File: config.mk
export PLATFORM = sky130hd
export DESIGN_NAME = spislaveio_flat
export DESIGN_NICKNAME = d
export VERILOG_FILES = /design/src/rtl/spislaveio_pkg.sv /design/src/rtl/spislaveio_if.sv /design/src/rtl/spislaveio_syncedge.sv /design/src/rtl/spislaveio.sv /design/src/flat_wrapper.sv
export SDC_FILE = /design/constraint.sdc
export NUM_CORES = 1
export LEC_CHECK = 0
export ABC_AREA = 1
export BUFFER_PORTS_ARGS = -buffer_cell sky130_fd_sc_hd__buf_2
export CAP_MARGIN = 20
export CORE_ASPECT_RATIO = 0.75
export CORE_MARGIN = 4
export CORE_UTILIZATION = 25
export DETAILED_ROUTE_END_ITERATION = 16
export HOLD_SLACK_MARGIN = 0.15
export PLACE_DENSITY_LB_ADDON = 0.1
export SLEW_MARGIN = 30
export SYNTH_ARGS = -nofsm -noshare
export SYNTH_HDL_FRONTEND = slang
export SYNTH_SLANG_ARGS = --single-unit
File: constraint.sdc
create_clock -name clk -period 1.2 [get_ports clk]
set_input_delay 0.12 -clock clk [delete_from_list [all_inputs] [get_ports clk]]
set_output_delay 0.12 -clock clk [all_outputs]
set_load 0.02 [all_outputs]
File: src/rtl/spislaveio_pkg.sv
// spislave_pkg: register map, status/control bit positions and FSM encoding for spislaveio.
package spislave_pkg;
    localparam logic [2:0] A_DATA    = 3'd0;
    localparam logic [2:0] A_STATUS  = 3'd1;
    localparam logic [2:0] A_CTRL    = 3'd2;
    localparam logic [2:0] A_FILL    = 3'd3;
    localparam logic [2:0] A_BYTECNT = 3'd4;
    localparam int S_RXF  = 0;
    localparam int S_TXE  = 1;
    localparam int S_OVR  = 2;
    localparam int S_UDR  = 3;
    localparam int S_SEL  = 4;
    localparam int S_BUSY = 5;
    localparam int S_EOF  = 6;
    localparam int C_RXIE  = 0;
    localparam int C_TXIE  = 1;
    localparam int C_EOFIE = 2;
    localparam int C_EN    = 7;
    typedef enum logic {IDLE, ACTIVE} state_t;
endpackage

File: src/rtl/spislaveio_if.sv
// spislaveio_if: CPU register bus plus SPI pins of the SPI responder.
interface spislaveio_if;
    logic [2:0] i_ad;
    logic [7:0] i_di;
    logic [7:0] o_do;
    logic       i_rw;
    logic       i_cs;
    logic       o_irq;
    logic       i_ss_n;
    logic       i_sck;
    logic       i_mosi;
    logic       o_miso;
    logic       o_miso_oe;
    modport slave (input i_ad, i_di, i_rw, i_cs, i_ss_n, i_sck, i_mosi,
                   output o_do, o_irq, o_miso, o_miso_oe);
    modport master (output i_ad, i_di, i_rw, i_cs, i_ss_n, i_sck, i_mosi,
                    input o_do, o_irq, o_miso, o_miso_oe);
endinterface

File: src/rtl/spislaveio_syncedge.sv
// syncedge: multi-flop synchronizer with registered rise/fall pulses.
module syncedge #(
    parameter int   STAGES  = 2,
    parameter logic RST_VAL = 1'b0
) (
    input  logic clk,
    input  logic rst_n,
    input  logic i_d,
    output logic o_q,
    output logic o_rise,
    output logic o_fall
);
    logic [STAGES-1:0] r_sync;
    logic              r_prev;
    logic              r_rise;
    logic              r_fall;
    always_ff @(posedge clk or negedge rst_n) begin
        if (!rst_n) begin
            r_sync <= {STAGES{RST_VAL}};
            r_prev <= RST_VAL;
            r_rise <= 1'b0;
            r_fall <= 1'b0;
        end else begin
            r_sync <= {r_sync[STAGES-2:0], i_d};
            r_prev <= r_sync[STAGES-1];
            r_rise <= r_sync[STAGES-1] & ~r_prev;
            r_fall <= ~r_sync[STAGES-1] & r_prev;
        end
    end
    assign o_q    = r_sync[STAGES-1];
    assign o_rise = r_rise;
    assign o_fall = r_fall;
endmodule

File: src/rtl/spislaveio.sv
// spislaveio: SPI mode-0 responder with CPU register window and TX/RX holding buffers.
module spislaveio
    import spislave_pkg::*;
#(
    parameter int         SYNC_STAGES = 2,
    parameter logic [7:0] FILL_RESET  = 8'hFF
) (
    input logic         clk,
    input logic         rst_n,
    spislaveio_if.slave bus
);
    state_t                 r_state;
    logic [7:0]             r_rxbuf, r_txbuf, r_txsh, r_rxsh, r_fill, r_bytecnt;
    logic [2:0]             r_bitcnt;
    logic                   r_rxf, r_txe, r_ovr, r_udr, r_eof;
    logic                   r_rxie, r_txie, r_eofie, r_en;
    logic [SYNC_STAGES-1:0] r_mosi_sync;
    logic w_ss_q, w_ss_rise, w_ss_fall, w_sck_unused, w_sck_rise, w_sck_fall;
    logic w_mosi, w_wr, w_rd_data, w_act, w_start, w_stop, w_run, w_bit, w_done, w_load, w_shift;
    logic [7:0] w_status, w_ctrl, w_rxbyte;

    syncedge #(.STAGES(SYNC_STAGES), .RST_VAL(1'b1)) u_ss (
        .clk(clk), .rst_n(rst_n), .i_d(bus.i_ss_n),
        .o_q(w_ss_q), .o_rise(w_ss_rise), .o_fall(w_ss_fall));
    syncedge #(.STAGES(SYNC_STAGES), .RST_VAL(1'b0)) u_sck (
        .clk(clk), .rst_n(rst_n), .i_d(bus.i_sck),
        .o_q(w_sck_unused), .o_rise(w_sck_rise), .o_fall(w_sck_fall));

    assign w_mosi    = r_mosi_sync[SYNC_STAGES-1];
    assign w_wr      = bus.i_cs & ~bus.i_rw;
    assign w_rd_data = bus.i_cs & bus.i_rw & (bus.i_ad == A_DATA);
    assign w_act     = (r_state == ACTIVE);
    assign w_start   = ~w_act & r_en & w_ss_fall;
    // Clearing EN mid-frame aborts quietly; only a real ss_n rise marks end of frame.
    assign w_stop    = w_act & (w_ss_rise | ~r_en);
    assign w_run     = w_act & ~w_stop;
    assign w_bit     = w_run & w_sck_rise;
    assign w_done    = w_bit & (r_bitcnt == 3'd7);
    assign w_load    = w_start | (w_run & w_sck_fall & (r_bitcnt == 3'd0));
    assign w_shift   = w_run & w_sck_fall & (r_bitcnt != 3'd0);
    assign w_rxbyte  = {r_rxsh[6:0], w_mosi};
    assign w_status  = {1'b0, r_eof, r_bitcnt != 3'd0, ~w_ss_q, r_udr, r_ovr, r_txe, r_rxf};
    assign w_ctrl    = {r_en, 4'b0000, r_eofie, r_txie, r_rxie};

    assign bus.o_do = (bus.i_ad == A_DATA)    ? r_rxbuf   :
                      (bus.i_ad == A_STATUS)  ? w_status  :
                      (bus.i_ad == A_CTRL)    ? w_ctrl    :
                      (bus.i_ad == A_FILL)    ? r_fill    :
                      (bus.i_ad == A_BYTECNT) ? r_bytecnt : 8'h00;
    assign bus.o_irq     = (r_rxie & r_rxf) | (r_txie & r_txe) | (r_eofie & r_eof);
    assign bus.o_miso    = r_txsh[7];
    assign bus.o_miso_oe = w_act;

    // Statement order encodes collision priority: clears before sets, load before DATA write.
    always_ff @(posedge clk or negedge rst_n) begin
        if (!rst_n) begin
            r_state     <= IDLE;
            r_rxbuf     <= 8'h00;
            r_txbuf     <= 8'h00;
            r_txsh      <= 8'hFF;
            r_rxsh      <= 8'h00;
            r_fill      <= FILL_RESET;
            r_bytecnt   <= 8'h00;
            r_bitcnt    <= 3'd0;
            r_rxf       <= 1'b0;
            r_txe       <= 1'b1;
            r_ovr       <= 1'b0;
            r_udr       <= 1'b0;
            r_eof       <= 1'b0;
            r_rxie      <= 1'b0;
            r_txie      <= 1'b0;
            r_eofie     <= 1'b0;
            r_en        <= 1'b0;
            r_mosi_sync <= '0;
        end else begin
            r_mosi_sync <= {r_mosi_sync[SYNC_STAGES-2:0], bus.i_mosi};
            if (w_wr && bus.i_ad == A_STATUS) begin
                if (bus.i_di[S_OVR]) r_ovr <= 1'b0;
                if (bus.i_di[S_UDR]) r_udr <= 1'b0;
                if (bus.i_di[S_EOF]) r_eof <= 1'b0;
            end
            if (w_wr && bus.i_ad == A_CTRL) begin
                r_rxie  <= bus.i_di[C_RXIE];
                r_txie  <= bus.i_di[C_TXIE];
                r_eofie <= bus.i_di[C_EOFIE];
                r_en    <= bus.i_di[C_EN];
            end
            if (w_wr && bus.i_ad == A_FILL) r_fill <= bus.i_di;
            if (w_rd_data) r_rxf <= 1'b0;
            if (w_start) begin
                r_state   <= ACTIVE;
                r_bitcnt  <= 3'd0;
                r_bytecnt <= 8'h00;
            end
            if (w_stop) begin
                r_state  <= IDLE;
                r_bitcnt <= 3'd0;
                if (w_ss_rise && r_en) r_eof <= 1'b1;
            end
            if (w_bit) begin
                r_rxsh   <= w_rxbyte;
                r_bitcnt <= r_bitcnt + 3'd1;
            end
            if (w_done) begin
                if (!r_rxf || w_rd_data) begin
                    r_rxbuf <= w_rxbyte;
                    r_rxf   <= 1'b1;
                end else r_ovr <= 1'b1;
                if (r_bytecnt != 8'hFF) r_bytecnt <= r_bytecnt + 8'd1;
            end
            if (w_load) begin
                r_txsh <= r_txe ? r_fill : r_txbuf;
                r_txe  <= 1'b1;
                if (r_txe) r_udr <= 1'b1;
            end
            if (w_shift) r_txsh <= r_txsh << 1;
            if (w_wr && bus.i_ad == A_DATA) begin
                r_txbuf <= bus.i_di;
                r_txe   <= 1'b0;
            end
        end
    end
endmodule

File: src/flat_wrapper.sv
// flat-port wrapper written by rule: the top's interface ports become plain ports
module spislaveio_flat import spislave_pkg::*;
#(
    parameter int         SYNC_STAGES = 2,
    parameter logic [7:0] FILL_RESET  = 8'hFF
)
  (clk, rst_n, bus_i_ad, bus_i_di, bus_i_rw, bus_i_cs, bus_i_ss_n, bus_i_sck, bus_i_mosi, bus_o_do, bus_o_irq, bus_o_miso, bus_o_miso_oe);
  spislaveio_if bus_i ();
  input logic clk;
  input logic rst_n;
  input wire logic [$bits(bus_i.i_ad)-1:0] bus_i_ad;
  input wire logic [$bits(bus_i.i_di)-1:0] bus_i_di;
  input wire logic [$bits(bus_i.i_rw)-1:0] bus_i_rw;
  input wire logic [$bits(bus_i.i_cs)-1:0] bus_i_cs;
  input wire logic [$bits(bus_i.i_ss_n)-1:0] bus_i_ss_n;
  input wire logic [$bits(bus_i.i_sck)-1:0] bus_i_sck;
  input wire logic [$bits(bus_i.i_mosi)-1:0] bus_i_mosi;
  output wire logic [$bits(bus_i.o_do)-1:0] bus_o_do;
  output wire logic [$bits(bus_i.o_irq)-1:0] bus_o_irq;
  output wire logic [$bits(bus_i.o_miso)-1:0] bus_o_miso;
  output wire logic [$bits(bus_i.o_miso_oe)-1:0] bus_o_miso_oe;
  assign bus_i.i_ad = bus_i_ad;
  assign bus_i.i_di = bus_i_di;
  assign bus_i.i_rw = bus_i_rw;
  assign bus_i.i_cs = bus_i_cs;
  assign bus_i.i_ss_n = bus_i_ss_n;
  assign bus_i.i_sck = bus_i_sck;
  assign bus_i.i_mosi = bus_i_mosi;
  assign bus_o_do = bus_i.o_do;
  assign bus_o_irq = bus_i.o_irq;
  assign bus_o_miso = bus_i.o_miso;
  assign bus_o_miso_oe = bus_i.o_miso_oe;
  spislaveio #(.SYNC_STAGES(SYNC_STAGES), .FILL_RESET(FILL_RESET)) u_core (.clk(clk), .rst_n(rst_n), .bus(bus_i));
endmodule
# After elaboration in Yosys (flattened, before gate mapping)
# Index checks and enable logic that the tools add are counted.
# totals
register_bits	72
input_bits	18
output_inout_bits	11
wordCells	113
# op_classes
addsub	2
eq_ne	6
mux	33
bitwise_logic	31
reduce_logical	15
# op_table
op	count
8-bit 2-to-1 mux	11
1-bit bitwise AND	19
1-bit 2-to-1 mux	19
3-bit 2-to-1 mux	3
8-bit by 1-bit adder with 8-bit output (second input constant)	1
8-bit != test (second input constant)	1
1-bit inverter	8
3-bit by 2-bit == test with 1-bit output (second input constant)	2
3-bit == test (second input constant)	2
3-bit logical NOT	2
2-bit nonzero test	3
3-bit nonzero test	2
1-bit logical AND	5
1-bit OR	4
3-bit by 1-bit adder with 3-bit output (second input constant)	1
3-bit by 1-bit == test with 1-bit output (second input constant)	1
2-bit AND reduction	1
1-bit logical NOT	1
1-bit logical OR	1

# Logic depth before layout (Yosys ltp)
# depth
ltp_word	10
mapped_depth	8
mapped_depth_nobuf	8

# Hierarchy
# Synthesis repeated with hierarchy kept, for this count alone.
# unflattened
cells_unflattened	412
area_unflattened_um2	3463.3
# modules_own_cells
mod	instances	cells_each	area_each_um2	seq_area_each_um2
spislaveio	1	394	3179.3	1572.8
syncedge at u_core.u_ss	1	9	143.9	128.9
syncedge at u_core.u_sck	1	9	140.1	125.1

# Least setup slack after synthesis
# No wires, ideal clock.
# synth_timing
path_kind	reg-to-reg
start	register u_core.r_state, in the netlist u_core.bus.o_miso_oe
end	register u_core.r_rxbuf[1]
setup_time_ns	0.065
t_arrival_ns	1.267
t_required_ns	1.135
setup_slack_ns	-0.132
path_stages_with_launch	6
path_buffers	1
synth_period_minus_slack_ns	1.332
cell_sequence	dfrtp_1 -> nand4_4 -> nor2_8 -> buf_4 -> nand3_1 -> nand2_1
# synth_between
elab_chain_cells	6
# synth_rtl
element	line_no	source
start: declaration	spislaveio.sv:12	state_t r_state;
start signal: assignment	spislaveio.sv:57	r_state <= IDLE;
start signal: assignment	spislaveio.sv:91	r_state <= ACTIVE;
start signal: assignment	spislaveio.sv:96	r_state <= IDLE;
1-bit bitwise AND	spislaveio.sv:35	assign w_stop = w_act & (w_ss_rise | ~r_en);
1-bit inverter	spislaveio.sv:36	assign w_run = w_act & ~w_stop;
1-bit bitwise AND (*)	spislaveio.sv:36	
1-bit bitwise AND (*)	spislaveio.sv:37	assign w_bit = w_run & w_sck_rise;
1-bit bitwise AND (*)	spislaveio.sv:38	assign w_done = w_bit & (r_bitcnt == 3'd7);
2-bit AND reduction (no line) (*)	-	
end signal: assignment	spislaveio.sv:106	r_rxbuf <= w_rxbyte;
end: declaration	spislaveio.sv:13	logic [7:0] r_rxbuf, r_txbuf, r_txsh, r_rxsh, r_fill, r_bytecnt;
# Mark *: on every way between the ends. The rest lies on a longest branch, timed or not.
# A chain may end at the register's enable or synchronous reset.

# Final worst setup path
# layout_timing
start	register u_core.r_bitcnt[0]
end	output port bus_o_do[5]
# layout_between
elab_chain_cells	3
# layout_rtl
element	line_no	source
start: declaration	spislaveio.sv:14	logic [2:0] r_bitcnt;
start signal: assignment	spislaveio.sv:102	r_bitcnt <= r_bitcnt + 3'd1;
3-bit nonzero test	spislaveio.sv:42	assign w_status = {1'b0, r_eof, r_bitcnt != 3'd0, ~w_ss_q, r_udr, r_ovr, r_txe, r_rxf};
8-bit 2-to-1 mux	spislaveio.sv:46	(bus.i_ad == A_STATUS) ? w_status :
8-bit 2-to-1 mux	spislaveio.sv:45	assign bus.o_do = (bus.i_ad == A_DATA) ? r_rxbuf :
end: declaration	flat_wrapper.sv:18	output wire logic [$bits(bus_i.o_do)-1:0] bus_o_do;
# No other way between the ends.

==> metrics.cfg <==
[outcome]
status=complete, but fails checks
violations=setup timing

[clock_tree]
clk_latency_ns=0.33
cts_made_buffers=9
numClockSinks=72
path_clk_slew_ns=0.06
clock_path_buffers=2
htree_levels=3
clockRootBuffer=clkbuf_16
tritoncts=done

[route]
final_antenna_net_count=0
avgRoutedWirePerCell_um=13.5
drc_errors=0
first_pass_iters=4
vias_per_cell=4.35
drt_iter0_markers=117
dr_total_vias=3060
wl_um=9510

[floorplanning]
rows=36
core-area_um2=13200
die_area_um2=15600
start_util_pct=25.9
io_pins=29
die_h_um=109
die_w_um=143

[yosys]
synth-seq-cells=72
postSynthAreaPerCell_um2=8.20
synthCells=416
yosys.cell_types.count=29
ys_seq_area_share_pct=53.6
syn_nets=438
syn-cell-area_um2=3410
yosys_warnings=0

[worst_setup_path]
crit_type=reg2out
start_kind=flip-flop
critPathMaxFanout=2
end_kind=output port
critPathRequiredTime_ns=1.08
max_stage_delay_ns=0.40
critPathSlowestCell=dfrtp_1
cp.arrival_ns=1.34
cp_cell_sequence=inv_2, ha_4, nand2_4, nand2_2, o2111ai_2, buf_6

[placed_design]
hpwl_um=6560
port_buffers=28
place_congestion=0.800

[sta]
worst_pin_slew_ns=0.408
clock.fmax_ghz=0.684
fin_crit_sh_pct=122
rsz0062_at_grt=true
period_needed_ns=1.46
slew_violations=0
skew_ns=0.00482
setup_ws_ns=-0.261
hold_viol_final=0
tns_ns=-5.72
setup_violations=38
slew_headroom_pct=72.8

[global_route]
grt_antenna_before_repair=0
grt_max_degree=73
grt.total_usage_pct=12.9
grt_pass1_wl_um=15600
grt_pass1_vias=2944
grt-ovfl-total=0

[min_path]
hp-class=in2reg

[final_layout]
drive_gt1_share_pct=42.0
fin_util_pct=39.2
final_nets=550
antenna_cells=0
area_delta_synth_final_pct=51.1

[power]
power_density_nw_per_um2=1410
p_leak_nw=2.50
ir_worst_vdd_v=0.000752

[run]
max-cap-violations=0

[worst paths after layout]
check | slack [ns] | from | endpoint | cells after the start
min in group asynchronous | 0.33 | rst_n | u_core.r_bytecnt[1] | 3
max in group asynchronous | 0.50 | rst_n | u_core.u_ss.r_sync[1] | 3
max | -0.26 | u_core.r_bitcnt[0] | bus_o_do[5] | 6
max reg2reg | -0.21 | u_core.r_bitcnt[0] | u_core.r_bytecnt[7] | 9
min | 0.32 | bus_i_rw | u_core.r_udr | 5
min reg2reg | 0.35 | u_core.u_sck.r_sync[0] | u_core.u_sck.r_sync[1] | 0
[synthesized netlist by cell type, drive strengths merged]
master   number  area, µm²
a21oi         2       10.0
and3          2       12.5
buf           5       42.5
clkbuf        1       3.75
clkinv        1       3.75
dfrtp        52       1300
dfstp        20        526
ha            4       50.1
inv          46        173
nand2       158        606
nand3        38        200
nand3b        1       7.51
nand4         5       46.3
nor2         30        139
nor3          1       16.3
o2111ai       5       43.8
o21ai        44        220
xnor2         1       8.76
[repair_timing]
item	CTS	global route
endpoints found under the setup margin	43	48
hold buffers	12	0
resized for setup	92	51
pin swaps	21	26
setup buffers	25	6
endpoints found under the hold margin	93	0
[cell families (layout without fill, tap and decap cells)]
| kind of cell | count (synthesis) | after routing | share of synthesized area, % |
|---|---|---|---|
| buffers and inverters | 53 | 170 | 6.53 |
| adder cells (fa/ha/maj) | 4 | 4 | 1.47 |
| AND/OR/NAND/NOR | 235 | 235 | 30.1 |
| XOR/XNOR | 1 | 1 | 0.257 |
| flip-flops | 72 | 72 | 53.6 |
| AO/OA/AOI/OAI | 51 | 51 | 8.04 |
[metrics by stage]
step                cell area (µm²)  worst slack, ns  instances  total power (W)  hold slack [ns]
finish                         5150           -0.261        704          0.00725            0.316
global route                   5150           -0.330        704          0.00770            0.356
CTS                            4940           -0.264        699          0.00728            0.312
detailed placement             4050           -0.201        646          0.00437            0.167
global placement               4050           -0.190        646          0.00436            0.169
floorplan                      3440          -0.0235        416          0.00385           -0.176
[worst max-delay path: cells and delay by family, from the launching register on]
kind | cells | cell delay (ns)
and+or+nand+nor | 2 | 0.11
DFF | 1 | 0.40
buffers and inverters | 2 | 0.25
adders and majority gates | 1 | 0.13
AOI/OAI and AO/OA | 1 | 0.11
[area by class of cell]
class	count	area, µm²
fillers	1365	8000
flip-flops and latches	72	1830
multi-input cells	291	1740
repair buffers	107	913
clock buffers	12	246
well taps	171	214
inverters	47	184
clock inverters	4	22.5
[sequential cells by signal (all words and copies together), names as in the netlist, 2 cells and up]
register and cells:
u_core.r_fill 8, u_core.r_mosi_sync 2, u_core.r_rxbuf 8, u_core.u_sck.r_sync 2
u_core.r_bytecnt 8, u_core.r_txsh 8, u_core.r_bitcnt 3, u_core.r_txbuf 8
u_core.r_rxsh 7, u_core.u_ss.r_sync 2
[routing by layer]
layer / global-route usage [%] / wire length, µm / vias up
met4: 4.14 / 147 / 0
met3: 3.59 / 327 / 10
li1: - / - / 1561
met2: 17.8 / 4060 / 38
met5: 0 / 0 / -
met1: 19.3 / 4980 / 1451
[power breakdown]
| group | switching (W) | internal [W] | total (W) |
|---|---|---|---|
| logic | 0.000862 | 0.000756 | 0.00162 |
| registers | 0.000244 | 0.00293 | 0.00317 |
| clock network | 0.00102 | 0.00145 | 0.00246 |
| total | 0.00212 | 0.00513 | 0.00725 |
[layout by cell type, fill, tap and decap left out, types with 2 or more instances in the layout]
cell and instances:
nand2_1 129, buf_4 52, dfrtp_1 50, inv_1 34
nor2_1 25, o21ai_0 24, nand2_2 22, buf_6 22
dfstp_2 20, nand3_2 18, nand3_1 17, buf_2 17
dlygate4sd3_1 12, o21ai_2 11, inv_2 10, clkbuf_16 9
o21ai_1 8, nand2_4 7, o2111ai_2 4, nand4_1 4
ha_4 4, nand3_4 3, nor2_4 3, inv_4 3
clkinv_2 3, clkbuf_1 2, buf_8 2, buf_12 2
dfrtp_2 2
(Power assumes the default switching activity.)
